### config.mk
export PLATFORM = sky130hd
export DESIGN_NAME = bcd_adjust
export DESIGN_NICKNAME = d
export VERILOG_FILES = /design/src/rtl/bcd_adjust_pkg.sv /design/src/rtl/bcd_nibble_fix.sv /design/src/rtl/bcd_adjust.sv
export SDC_FILE = /design/constraint.sdc
export NUM_CORES = 1
export LEC_CHECK = 0
export CORE_AREA = 3 3 55 57
export CTS_BUF_LIST = sky130_fd_sc_hd__clkbuf_8
export DETAILED_ROUTE_END_ITERATION = 10
export DIE_AREA = 0 0 58 60
export PLACE_DENSITY = 0.83
export SLEW_MARGIN = 0
export SYNTH_ARGS = -nofsm -noshare
export SYNTH_HDL_FRONTEND = slang
export SYNTH_SLANG_ARGS = --single-unit
### constraint.sdc
create_clock -name clk -period 4 [get_ports clk]
set_clock_uncertainty 0.15 [all_clocks]
set_input_delay 1.2 -clock clk [delete_from_list [all_inputs] [get_ports clk]]
set_output_delay 1.2 -clock clk [all_outputs]
set_load 0.01 [all_outputs]
### src/rtl/bcd_adjust_pkg.sv
// bcd_adjust_pkg: state encodings and nibble-adjust helper shared by the BCD back end.
//   BCD_IDLE/BCD_LO/BCD_HI/BCD_DONE : 2-bit sequencer states
//   fix_addend(fix, sub)            : 4-bit addend for one nibble correction step
package bcd_adjust_pkg;

    typedef enum logic [1:0] {
        BCD_IDLE = 2'd0,
        BCD_LO   = 2'd1,
        BCD_HI   = 2'd2,
        BCD_DONE = 2'd3
    } bcd_state_t;

    localparam logic [3:0] BCD_ADJ_ADD = 4'h6;
    // Subtracting 6 from a nibble is the same as adding 10 modulo 16.
    localparam logic [3:0] BCD_ADJ_SUB = 4'hA;

    function automatic logic [3:0] fix_addend(input logic fix, input logic sub);
        return fix ? (sub ? BCD_ADJ_SUB : BCD_ADJ_ADD) : 4'h0;
    endfunction

endpackage

### src/rtl/bcd_nibble_fix.sv
// bcd_nibble_fix: combinational decimal correction of one nibble.
//   i_nibble : nibble to correct
//   i_fix    : apply the +6 (ADC) / -6 (SBC) correction
//   i_sub    : 0 = ADC, 1 = SBC
//   i_ci     : carry into the nibble
//   o_nibble : corrected nibble
//   o_co     : carry out (always 0 for SBC, which never borrows across nibbles)
module bcd_nibble_fix
    import bcd_adjust_pkg::*;
(
    input  logic [3:0] i_nibble,
    input  logic       i_fix,
    input  logic       i_sub,
    input  logic       i_ci,
    output logic [3:0] o_nibble,
    output logic       o_co
);

    logic [4:0] w_sum;

    assign w_sum    = {1'b0, i_nibble} + {1'b0, fix_addend(i_fix, i_sub)} + {4'b0, i_ci};
    assign o_nibble = w_sum[3:0];
    assign o_co     = ~i_sub & w_sum[4];

endmodule

### src/rtl/bcd_adjust.sv
// bcd_adjust: two-step decimal correction of a binary ADC/SBC result with start/done handshake.
//   clk, rst_n                       : clock, async active-low reset
//   start, abort                     : request (IDLE/DONE only), synchronous flush to IDLE
//   sub, bin_res, c_bin, hcb, dhc,
//   dc, v_bin                        : operation and binary ALU result/flags, captured on accept
//   busy, done                       : busy in LO/HI, one-cycle done pulse
//   res, c_out, n_out, z_out, v_out  : corrected byte and final flags, held until next HI edge
module bcd_adjust
    import bcd_adjust_pkg::*;
#(
    parameter bit CMOS_FLAGS = 1'b1
) (
    input  logic       clk,
    input  logic       rst_n,
    input  logic       start,
    input  logic       sub,
    input  logic [7:0] bin_res,
    input  logic       c_bin,
    input  logic       hcb,
    input  logic       dhc,
    input  logic       dc,
    input  logic       v_bin,
    input  logic       abort,
    output logic       busy,
    output logic       done,
    output logic [7:0] res,
    output logic       c_out,
    output logic       n_out,
    output logic       z_out,
    output logic       v_out
);

    bcd_state_t r_state;
    bcd_state_t w_next;
    logic [7:0] r_work;
    logic [7:0] r_bin;
    logic       r_sub;
    logic       r_lo_fix;
    logic       r_hi_fix;
    logic       r_c;
    logic       r_v;
    logic       w_accept;
    logic [3:0] w_lo_nib;
    logic       w_lo_co;
    logic [3:0] w_hi_nib;
    logic       w_unused_hi_co;
    logic [7:0] w_final;
    logic [7:0] w_flag_src;

    assign w_accept = start & ~abort & (r_state == BCD_IDLE | r_state == BCD_DONE);
    assign busy     = r_state == BCD_LO | r_state == BCD_HI;
    assign done     = r_state == BCD_DONE;

    always_comb begin
        w_next = r_state;
        if (abort)
            w_next = BCD_IDLE;
        else
            case (r_state)
                BCD_IDLE: w_next = start ? BCD_LO : BCD_IDLE;
                BCD_LO:   w_next = BCD_HI;
                BCD_HI:   w_next = BCD_DONE;
                BCD_DONE: w_next = start ? BCD_LO : BCD_IDLE;
                default:  w_next = BCD_IDLE;
            endcase
    end

    bcd_nibble_fix u_lo (
        .i_nibble (r_work[3:0]),
        .i_fix    (r_lo_fix),
        .i_sub    (r_sub),
        .i_ci     (1'b0),
        .o_nibble (w_lo_nib),
        .o_co     (w_lo_co)
    );

    // The high-nibble instance does double duty: in LO it only absorbs the
    // low-step carry, in HI it applies the high correction.
    bcd_nibble_fix u_hi (
        .i_nibble (r_work[7:4]),
        .i_fix    (r_state == BCD_HI & r_hi_fix),
        .i_sub    (r_sub),
        .i_ci     (r_state == BCD_LO & w_lo_co),
        .o_nibble (w_hi_nib),
        .o_co     (w_unused_hi_co)
    );

    assign w_final    = {w_hi_nib, r_work[3:0]};
    assign w_flag_src = CMOS_FLAGS ? w_final : r_bin;

    always_ff @(posedge clk or negedge rst_n) begin
        if (!rst_n) begin
            r_state  <= BCD_IDLE;
            r_work   <= 8'h00;
            r_bin    <= 8'h00;
            r_sub    <= 1'b0;
            r_lo_fix <= 1'b0;
            r_hi_fix <= 1'b0;
            r_c      <= 1'b0;
            r_v      <= 1'b0;
            res      <= 8'h00;
            c_out    <= 1'b0;
            n_out    <= 1'b0;
            z_out    <= 1'b1;
            v_out    <= 1'b0;
        end else begin
            r_state <= w_next;
            if (w_accept) begin
                r_work   <= bin_res;
                r_bin    <= bin_res;
                r_sub    <= sub;
                r_v      <= v_bin;
                r_lo_fix <= sub ? hcb : (hcb | dhc);
                r_hi_fix <= sub ? ~c_bin : (c_bin | dc);
                r_c      <= sub ? c_bin : (c_bin | dc);
            end else if (!abort && r_state == BCD_LO) begin
                r_work <= {w_hi_nib, w_lo_nib};
            end else if (!abort && r_state == BCD_HI) begin
                res   <= w_final;
                c_out <= r_c;
                n_out <= w_flag_src[7];
                z_out <= w_flag_src == 8'h00;
                v_out <= r_v;
            end
        end
    end

endmodule
==> results.ini <==
[cts]
htree_levels=1
clk_path_buf_depth=2
ctsResizeCount=0
clk_pin_slew_ns=0.09
tritoncts=built
cts_made_buffers=3
postCtsHoldBufs=0
root_buffer=clkbuf_8
cts_setup_buffers=0
clkLatencyLatePin_ns=0.27
clock-sinks=26

[logic_synthesis]
synthTopCellsByCount=25 x dfrtp_1, 18 x nand2_1, 11 x o21ai_0, 10 x ha_1, 10 x inv_1
synth-seq-cells=26
synth.most_common_cell=dfrtp_1
synth_area_leaders=dfrtp_1 45%, ha_1 8.9%, nand2_1 4.8%
ys.flop_type=dfrtp_1
synth_top_area_frac=0.445
syn_area_per_cell_um2=10.5
yosys.cell_types.count=32
syn_area_um2=1410
synth_edf_count=0
async_flop_share=1.00
synth_area_leader_cell=dfrtp_1
ys_warn_count=0
ys_seq_area_frac=0.464
synthCells=134
synth_nets=164

[worst_hold_path]
hold_path.class=register to register
whs_endpoint=r_c$_DFFE_PN0P_
hold_start=r_c$_DFFE_PN0P_
hold_depth=2

[sta]
tightest_slew_ns=0.436
grt_setup_unrepaired=false
setup_tns_ns=0
max_slew_margin=0.709
fmax_ghz=0.326
hold-worst-slack_ns=0.337
fin_crit_ns=3.07
min_period_over_period=0.768
hold_viol_final=0
slew_viol_final=0
setup_slack_ns=0.930
setup_violations=0

[floorplan]
die-width_um=58
dieArea_um2=3480
rows=18
io_pins=32
floorplan.initialDensity=0.557
die_h_um=60
core_area_um2=2520

[placement]
routabilityCongestion=0.835
port_buffers=31
dp_hpwl_um=2350
pre_cts_ws_ns=1.10

[critical_path]
cp-start-kind=register
r2r_slack_ns=1.21
path_class=register to output pin
critPathArrivalTime_ns=1.72
r2r-end=r_work[6]$_DFFE_PN0N_
endpoint_kind=output pin
rr_startpoint=r_sub$_DFFE_PN0P_
cp_max_fo=5
crit_required_ns=2.65
r2r_cells=12

[grt]
grt_usage=0.195
grt_pass1_wl_um=5080
first_global_vias=1109
gr-total-overflow=0
grt_max_degree=27
antenna_found_initial=0

[final_layout]
n_fill_cell=206
nets=196
diodes=0
drive_above_1_share=0.103
area_growth_pct=26.4
utilization=0.704

[flow_run]
cap_violations=0

[outcome]
status=finished clean

[route]
wl_um=3030
drc=0
vias=1092
drt_iter0_markers=23
wire_per_inst_um=15.5
routed_via_density=5.60
detail-route-antenna-nets=0
firstDrtPassIters=4

[pwr]
power.leakage_nw=0.850
ir_drop_uv=414
p_per_area_nw_per_um2=675

-- sequential cells by signal (all words and copies together), names as in the netlist --
signal / cells
r_sub: 1
v_out: 1
r_v: 1
r_c: 1
z_out: 1
r_work: 8
c_out: 1
r_state: 2
res: 8
r_hi_fix: 1
r_lo_fix: 1
-- worst max-delay path, cell delays in order (launching register included) --
cell and delay [ns]:
dfrtp_1 0.42, inv_1 0.07, ha_1 0.36, inv_1 0.08, clkdlybuf4s50_1 0.53
-- final cells by class --
type	instances	area, µm²	share of cell area
multi-input combinational	93	677	0.381
sequential	26	652	0.367
timing repair buffer	32	318	0.179
clock buffer	4	55.1	0.0310
inverter	10	37.5	0.0211
tap	30	37.5	0.0211
-- power by group --
| part | internal [W] | total, W | switching (W) |
|---|---|---|---|
| sequential | 0.000381 | 0.000473 | 0.0000920 |
| clock | 0.0000880 | 0.000169 | 0.0000810 |
| combinational | 0.000294 | 0.000557 | 0.000263 |
-- cell families (layout without fill, tap and decap cells) --
group / after synthesis / after routing / synth area share
fa+ha+maj: 12 / 12 / 0.118
simple gates: 40 / 40 / 0.142
xor+xnor: 4 / 4 / 0.0249
mux: 7 / 7 / 0.0641
buf+inv: 15 / 46 / 0.0543
compound gates: 30 / 30 / 0.134
flops: 26 / 26 / 0.464
-- routing by layer --
layer | vias up | routed length [µm] | GRT usage
met1 | 534 | 1290 | 0.234
met5 | - | 0 | 0
met2 | 32 | 1550 | 0.340
li1 | 519 | - | -
met4 | 0 | 63 | 0.0894
met3 | 7 | 122 | 0.0367
-- per-stage QoR --
step | instances | power (W) | instance area [µm²]
final | 195 | 0.00120 | 1780
after global routing | 195 | 0.00129 | 1780
after CTS | 195 | 0.00121 | 1780
after detailed placement | 191 | 0.00104 | 1720
after global placement | 191 | 0.00100 | 1720
after floorplan | 134 | 0.000811 | 1410
-- worst max-delay path by stage --
stage	startpoint	endpoint	slack, ns	cells after the start
floorplan	r_sub$_DFFE_PN0P_	z_out$_DFFE_PN1P_	1.56	12
finish	r_state[0]$_DFF_PN0_	busy	0.93	4
detailed placement	abort	res[1]$_DFFE_PN0P_	1.10	3
CTS	r_state[0]$_DFF_PN0_	busy	0.92	4
global placement	abort	c_out$_DFFE_PN0P_	1.13	3
global route	r_state[0]$_DFF_PN0_	busy	0.84	4
-- cells in the final DEF (no fill, tap or decap), types with 2 or more instances in the layout --
master / n
clkdlybuf4s50_1: 31
dfrtp_1: 25
nand2_1: 18
o21ai_0: 11
inv_1: 10
ha_1: 10
nor2_1: 7
a21oi_1: 6
a22oi_1: 5
mux2_2: 4
clkbuf_8: 4
nand2b_1: 3
a21o_1: 3
nor3_1: 3
mux2_4: 3
xnor2_1: 3
and2_1: 2
o22a_1: 2
nand3_1: 2
fa_1: 2
Power figures use the tool's default switching activity.
